--- src/rtl/cpu_cmd_sequencer.sv ---
// Command sequencer for the vector CPU: buffers packed commands in a small FIFO
// and replays them one per cycle, holding loads to cover the memory read path.
module cpu_cmd_sequencer #(
  parameter int         DEPTH     = 4,
  parameter int         LOAD_HOLD = 2,
  parameter logic [2:0] IDLE_OP   = 3'b011
) (
  input  logic         clk,
  input  logic         rst,
  input  logic         cmd_valid,
  output logic         cmd_ready,
  input  logic [2:0]   cmd_op,
  input  logic [1:0]   cmd_reg,
  input  logic [8:0]   cmd_addr,
  input  logic [511:0] cmd_init,
  output logic [2:0]   instruction,
  output logic [1:0]   reg_addr,
  output logic [8:0]   mem_address,
  output logic [511:0] initialize_value,
  output logic         busy,
  output logic [15:0]  issued_count
);

  localparam int PW = $clog2(DEPTH);
  localparam int CW = PW + 1;
  localparam int HW = (LOAD_HOLD > 1) ? $clog2(LOAD_HOLD) : 1;
  localparam int EW = 526;

  typedef enum logic {ISSUE, HOLD} state_t;

  state_t         r_state, w_nextState;
  logic [EW-1:0]  r_mem [DEPTH];
  logic [PW-1:0]  r_wrPtr, r_rdPtr;
  logic [CW-1:0]  r_count;
  logic [HW-1:0]  r_holdCnt, w_nextHoldCnt;
  logic           w_push, w_pop;
  logic [EW-1:0]  w_head;
  logic [2:0]     w_nextInstr;
  logic [1:0]     w_nextReg;
  logic [8:0]     w_nextAddr;
  logic [511:0]   w_nextInit;

  // Ready looks only at registered occupancy, so a full FIFO never refills in the pop cycle.
  assign cmd_ready = !rst && (r_count != CW'(DEPTH));
  assign w_push    = cmd_valid && cmd_ready;
  assign w_head    = r_mem[r_rdPtr];
  assign busy      = (r_count != '0) || (r_state == HOLD);

  always_ff @(posedge clk) begin
    if (w_push) begin
      r_mem[r_wrPtr] <= {cmd_op, cmd_reg, cmd_addr, cmd_init};
    end
  end

  always_ff @(posedge clk or posedge rst) begin
    if (rst) begin
      r_wrPtr <= '0;
      r_rdPtr <= '0;
      r_count <= '0;
    end else begin
      if (w_push) r_wrPtr <= r_wrPtr + PW'(1);
      if (w_pop)  r_rdPtr <= r_rdPtr + PW'(1);
      case ({w_push, w_pop})
        2'b10:   r_count <= r_count + CW'(1);
        2'b01:   r_count <= r_count - CW'(1);
        default: r_count <= r_count;
      endcase
    end
  end

  always_comb begin
    w_nextState   = r_state;
    w_nextHoldCnt = r_holdCnt;
    w_pop         = 1'b0;
    w_nextInstr   = instruction;
    w_nextReg     = reg_addr;
    w_nextAddr    = mem_address;
    w_nextInit    = initialize_value;
    case (r_state)
      ISSUE: begin
        if (r_count != '0) begin
          w_pop       = 1'b1;
          w_nextInstr = w_head[525:523];
          w_nextReg   = w_head[522:521];
          w_nextAddr  = w_head[520:512];
          w_nextInit  = w_head[511:0];
          if ((w_head[525:523] == 3'b000) && (LOAD_HOLD > 1)) begin
            w_nextState   = HOLD;
            w_nextHoldCnt = HW'(LOAD_HOLD - 1);
          end
        end else begin
          w_nextInstr = IDLE_OP;
          w_nextReg   = '0;
          w_nextAddr  = '0;
          w_nextInit  = '0;
        end
      end
      HOLD: begin
        w_nextHoldCnt = r_holdCnt - HW'(1);
        if (r_holdCnt <= HW'(1)) begin
          w_nextState = ISSUE;
        end
      end
      default: w_nextState = ISSUE;
    endcase
  end

  always_ff @(posedge clk or posedge rst) begin
    if (rst) begin
      r_state          <= ISSUE;
      r_holdCnt        <= '0;
      instruction      <= IDLE_OP;
      reg_addr         <= '0;
      mem_address      <= '0;
      initialize_value <= '0;
      issued_count     <= '0;
    end else begin
      r_state          <= w_nextState;
      r_holdCnt        <= w_nextHoldCnt;
      instruction      <= w_nextInstr;
      reg_addr         <= w_nextReg;
      mem_address      <= w_nextAddr;
      initialize_value <= w_nextInit;
      if (w_pop) issued_count <= issued_count + 16'd1;
    end
  end

endmodule

--- config.mk ---
export PLATFORM = sky130hd
export DESIGN_NAME = cpu_cmd_sequencer
export DESIGN_NICKNAME = d
export VERILOG_FILES = /design/src/rtl/cpu_cmd_sequencer.sv
export SDC_FILE = /design/constraint.sdc
export NUM_CORES = 2
export LEC_CHECK = 0
export ABC_AREA = 0
export BUFFER_PORTS_ARGS = -buffer_cell sky130_fd_sc_hd__buf_4
export CORE_AREA = 4 4 417 419
export CTS_BUF_LIST = sky130_fd_sc_hd__clkbuf_4 sky130_fd_sc_hd__clkbuf_8
export DETAILED_ROUTE_END_ITERATION = 10
export DIE_AREA = 0 0 421 423
export GPL_ROUTABILITY_DRIVEN = 1
export GPL_TIMING_DRIVEN = 0
export PLACE_DENSITY_LB_ADDON = 0.2
export SYNTH_ARGS = -nofsm -noshare
export SYNTH_HDL_FRONTEND = slang
export SYNTH_SLANG_ARGS = --single-unit
--- constraint.sdc ---
create_clock -name clk -period 20.8 [get_ports clk]
set_input_delay 4.16 -clock clk [delete_from_list [all_inputs] [get_ports clk]]
set_output_delay 4.16 -clock clk [all_outputs]
set_load 0.05 [all_outputs]
==> results.toml <==
[status]
status = "finished, final reports clean"

[critical_path]
cp_cell_sequence = "buf_4 > a31oi_1 > buf_4"
cp_data_required_time_ps = 16640
critPathMaxStageDelay_ps = 480
crit_top_cell = "buf_4"
worstSetupEndpointType = "output port"
critPathSlowestCell = "a31oi_1"
cp_data_arrival_time_ps = 5140
critPathKind = "primary input to output port"
start_kind = "primary input"
worstPathMaxFanout = 6

[final_layout]
fillers = 10777
area_growth_syn_to_layout_pct = 21.99
multiInputGateArea_um2 = 17030
nNetsFinal = 6108
drive_gt1_share_pct = 42.41
seq_area_um2 = 76950
layout.cells.non_filler = 8229

[sta]
min_period_ps = 9304
slew_headroom_pct = 28.59
finalHoldViolCount = 0
grt_setup_unrepaired = "false"
finalSetupViolCount = 0
slew_viol_final = 0
fin_skew_ps = 63.95
timing.fmax_mhz = 107.5
tns_ps = 0
timing.final.crit_share_pct = 44.73
worst-slew-pin-transition_ps = 1071

[yosys]
yosysTopAreaCell = "edfxtp_1"
netlist_top_cells_area = "edfxtp_1 (66%), dfrtp_1 (14%), mux4_2 (12%), a22o_1 (4.8%), buf_6 (1.4%)"
ys.flop_type = "edfxtp_1"
yosysMostFrequentCell = "edfxtp_1"
syn_area_um2 = 95780
ys_top_cells_by_count = "edfxtp_1 (2,104), dfrtp_1 (548), mux4_2 (526)"
synth-edff-count = 2104
synth-seq-area-share_pct = 80.33
syn-num-nets = 4559
syn_inst = 4023
syn_avg_cell_area_um2 = 23.81
synth_top_area_share_pct = 65.96
async_reset_ff_share_pct = 20.72
synth_seq_cells = 2654
ys_types = 38
synth_warnings = 0

[detailed_routing]
vias_per_cell = 5.875
drt_first_pass_iters = 7
drc = 0
wl_per_cell_um = 29.22
vias = 48345
wirelength_um = 240400
drt_iter0_drc = 4294
antenna_left = 0

[pwr]
p_leak_nw = 43.43
irDropWorstVdd_mv = 0.1030
powerDensity_nw_per_um2 = 162.1

[cts]
cts_tree = "done"
clock_latency_ps = 1080
root_buffer = "clkbuf_8"
cts.path.max_buffers = 4
cts_resized = 0
cts.sinks = 2654
post-cts-setup-buffer-count = 0
cts.clk_slew.worst_paths_ps = 50
numCtsBuffers = 425
cts_hold_buf = 0
htree_levels = 5

[floorplan]
die_area_um2 = 178100
io-pin-count = 1073
initial_utilization_pct = 56.15
num_rows = 152
fp.dieW_um = 421
die_h_um = 423
core_um2 = 170600

[global_routing]
antenna_found_initial = 82
grt_max_degree = 109
grt_use_total_pct = 26.90
grt_pass1_vias = 50419
overflow = 0
grt_pass1_wl_um = 348100

[worst_hold_path]
min-delay-path-class = "flip-flop to flip-flop"

[flow_run]
drv_cap = 0

[placement]
place_congestion = 0.8232
dp_hpwl_um = 159800
portBuffers = 1072
dp.cells = 7378
==> area by class of cell <==
class                   instances  area share [%]
well taps                    2233           2.391
inverters                      10         0.04069
plain buffers                 236           1.530
clock inverters               136          0.7014
repair buffers               1122           8.052
diodes                         71          0.1520
flip-flops and latches       2654           65.85
multi-input cells            1123           14.57
clock buffers                 644           6.707
==> cell families after synthesis <==
group / synth area share, %
AND/OR/NAND/NOR: 0.2691
flip-flops: 80.33
multiplexers: 12.39
adder cells (fa/ha/maj): 0.09928
buffers and inverters: 1.908
XOR/XNOR: 0.1920
AO/OA/AOI/OAI: 4.808
==> cell usage in the layout, fill, tap and decap left out, drive strengths merged, types with 2 or more instances in the layout <==
master / n
edfxtp: 2104
buf: 1286
clkbuf: 716
dfrtp: 548
mux4: 526
a22o: 524
clkinv: 120
diode: 71
inv: 13
xnor2: 12
xor2: 9
nand2: 9
nor2: 7
bufinv: 7
ha: 6
clkinvlp: 6
and3: 5
nand3: 3
nand2b: 2
nand4: 2
a21oi: 2
dfstp: 2
nor3: 2
==> per-layer routing <==
| metal | global-route usage, % | up-vias | wire (um) |
|---|---|---|---|
| met5 | 0 | - | 92 |
| met4 | 17.70 | 14 | 15970 |
| met3 | 7.266 | 582 | 17760 |
| met2 | 43.14 | 1963 | 121600 |
| met1 | 32.49 | 25515 | 85020 |
| li1 | - | 20271 | - |
==> sequential cells by signal (all words and copies together), names as in the netlist <==
name,flops
r_rdPtr,2
reg_addr,2
issued_count,16
r_mem,2104
r_wrPtr,2
instruction,3
r_count,3
initialize_value,512
mem_address,9
r_state,1
==> through the flow <==
step | instance area, um^2 | utilization (%) | worst slack, ps | total power [mW] | hold WS [ps]
finish | 116900 | 68.50 | 11500 | 18.94 | 468.5
global route | 116800 | 68.48 | 11420 | 19.73 | 489.2
CTS | 116700 | 68.39 | 11490 | 19.11 | 472.5
detailed placement | 108000 | 63.32 | 11500 | 14.64 | 463.6
global placement | 106600 | 62.50 | -8726 | 14.99 | 460.8
floorplan | 95780 | - | 1266 | 12.44 | 514.5
==> worst max-delay path, delay by kind of cell <==
kind                   cells  cell delay (ps)
buffers and inverters      2              490
AO/OA/AOI/OAI              1              480
==> worst paths after layout <==
check,from,to,slack [ps],depth (start not counted)
min,instruction[0],instruction[0],470,2
max,rst,cmd_ready,11500,3
max reg2reg,r_count[1],r_mem[3][505],17070,8
min in group asynchronous,rst,issued_count[2],3180,2
min reg2reg,instruction[0],instruction[0],470,2
max in group asynchronous,rst,initialize_value[431],15640,5
==> power breakdown <==
part / switching (mW) / internal (mW) / total (mW)
sequential: 0.447 / 6.80 / 7.24
clock: 1.98 / 2.49 / 4.47
combinational: 4.47 / 2.75 / 7.22
total: 6.90 / 12.0 / 18.9
No activity file was read; power rests on OpenSTA's default activity.
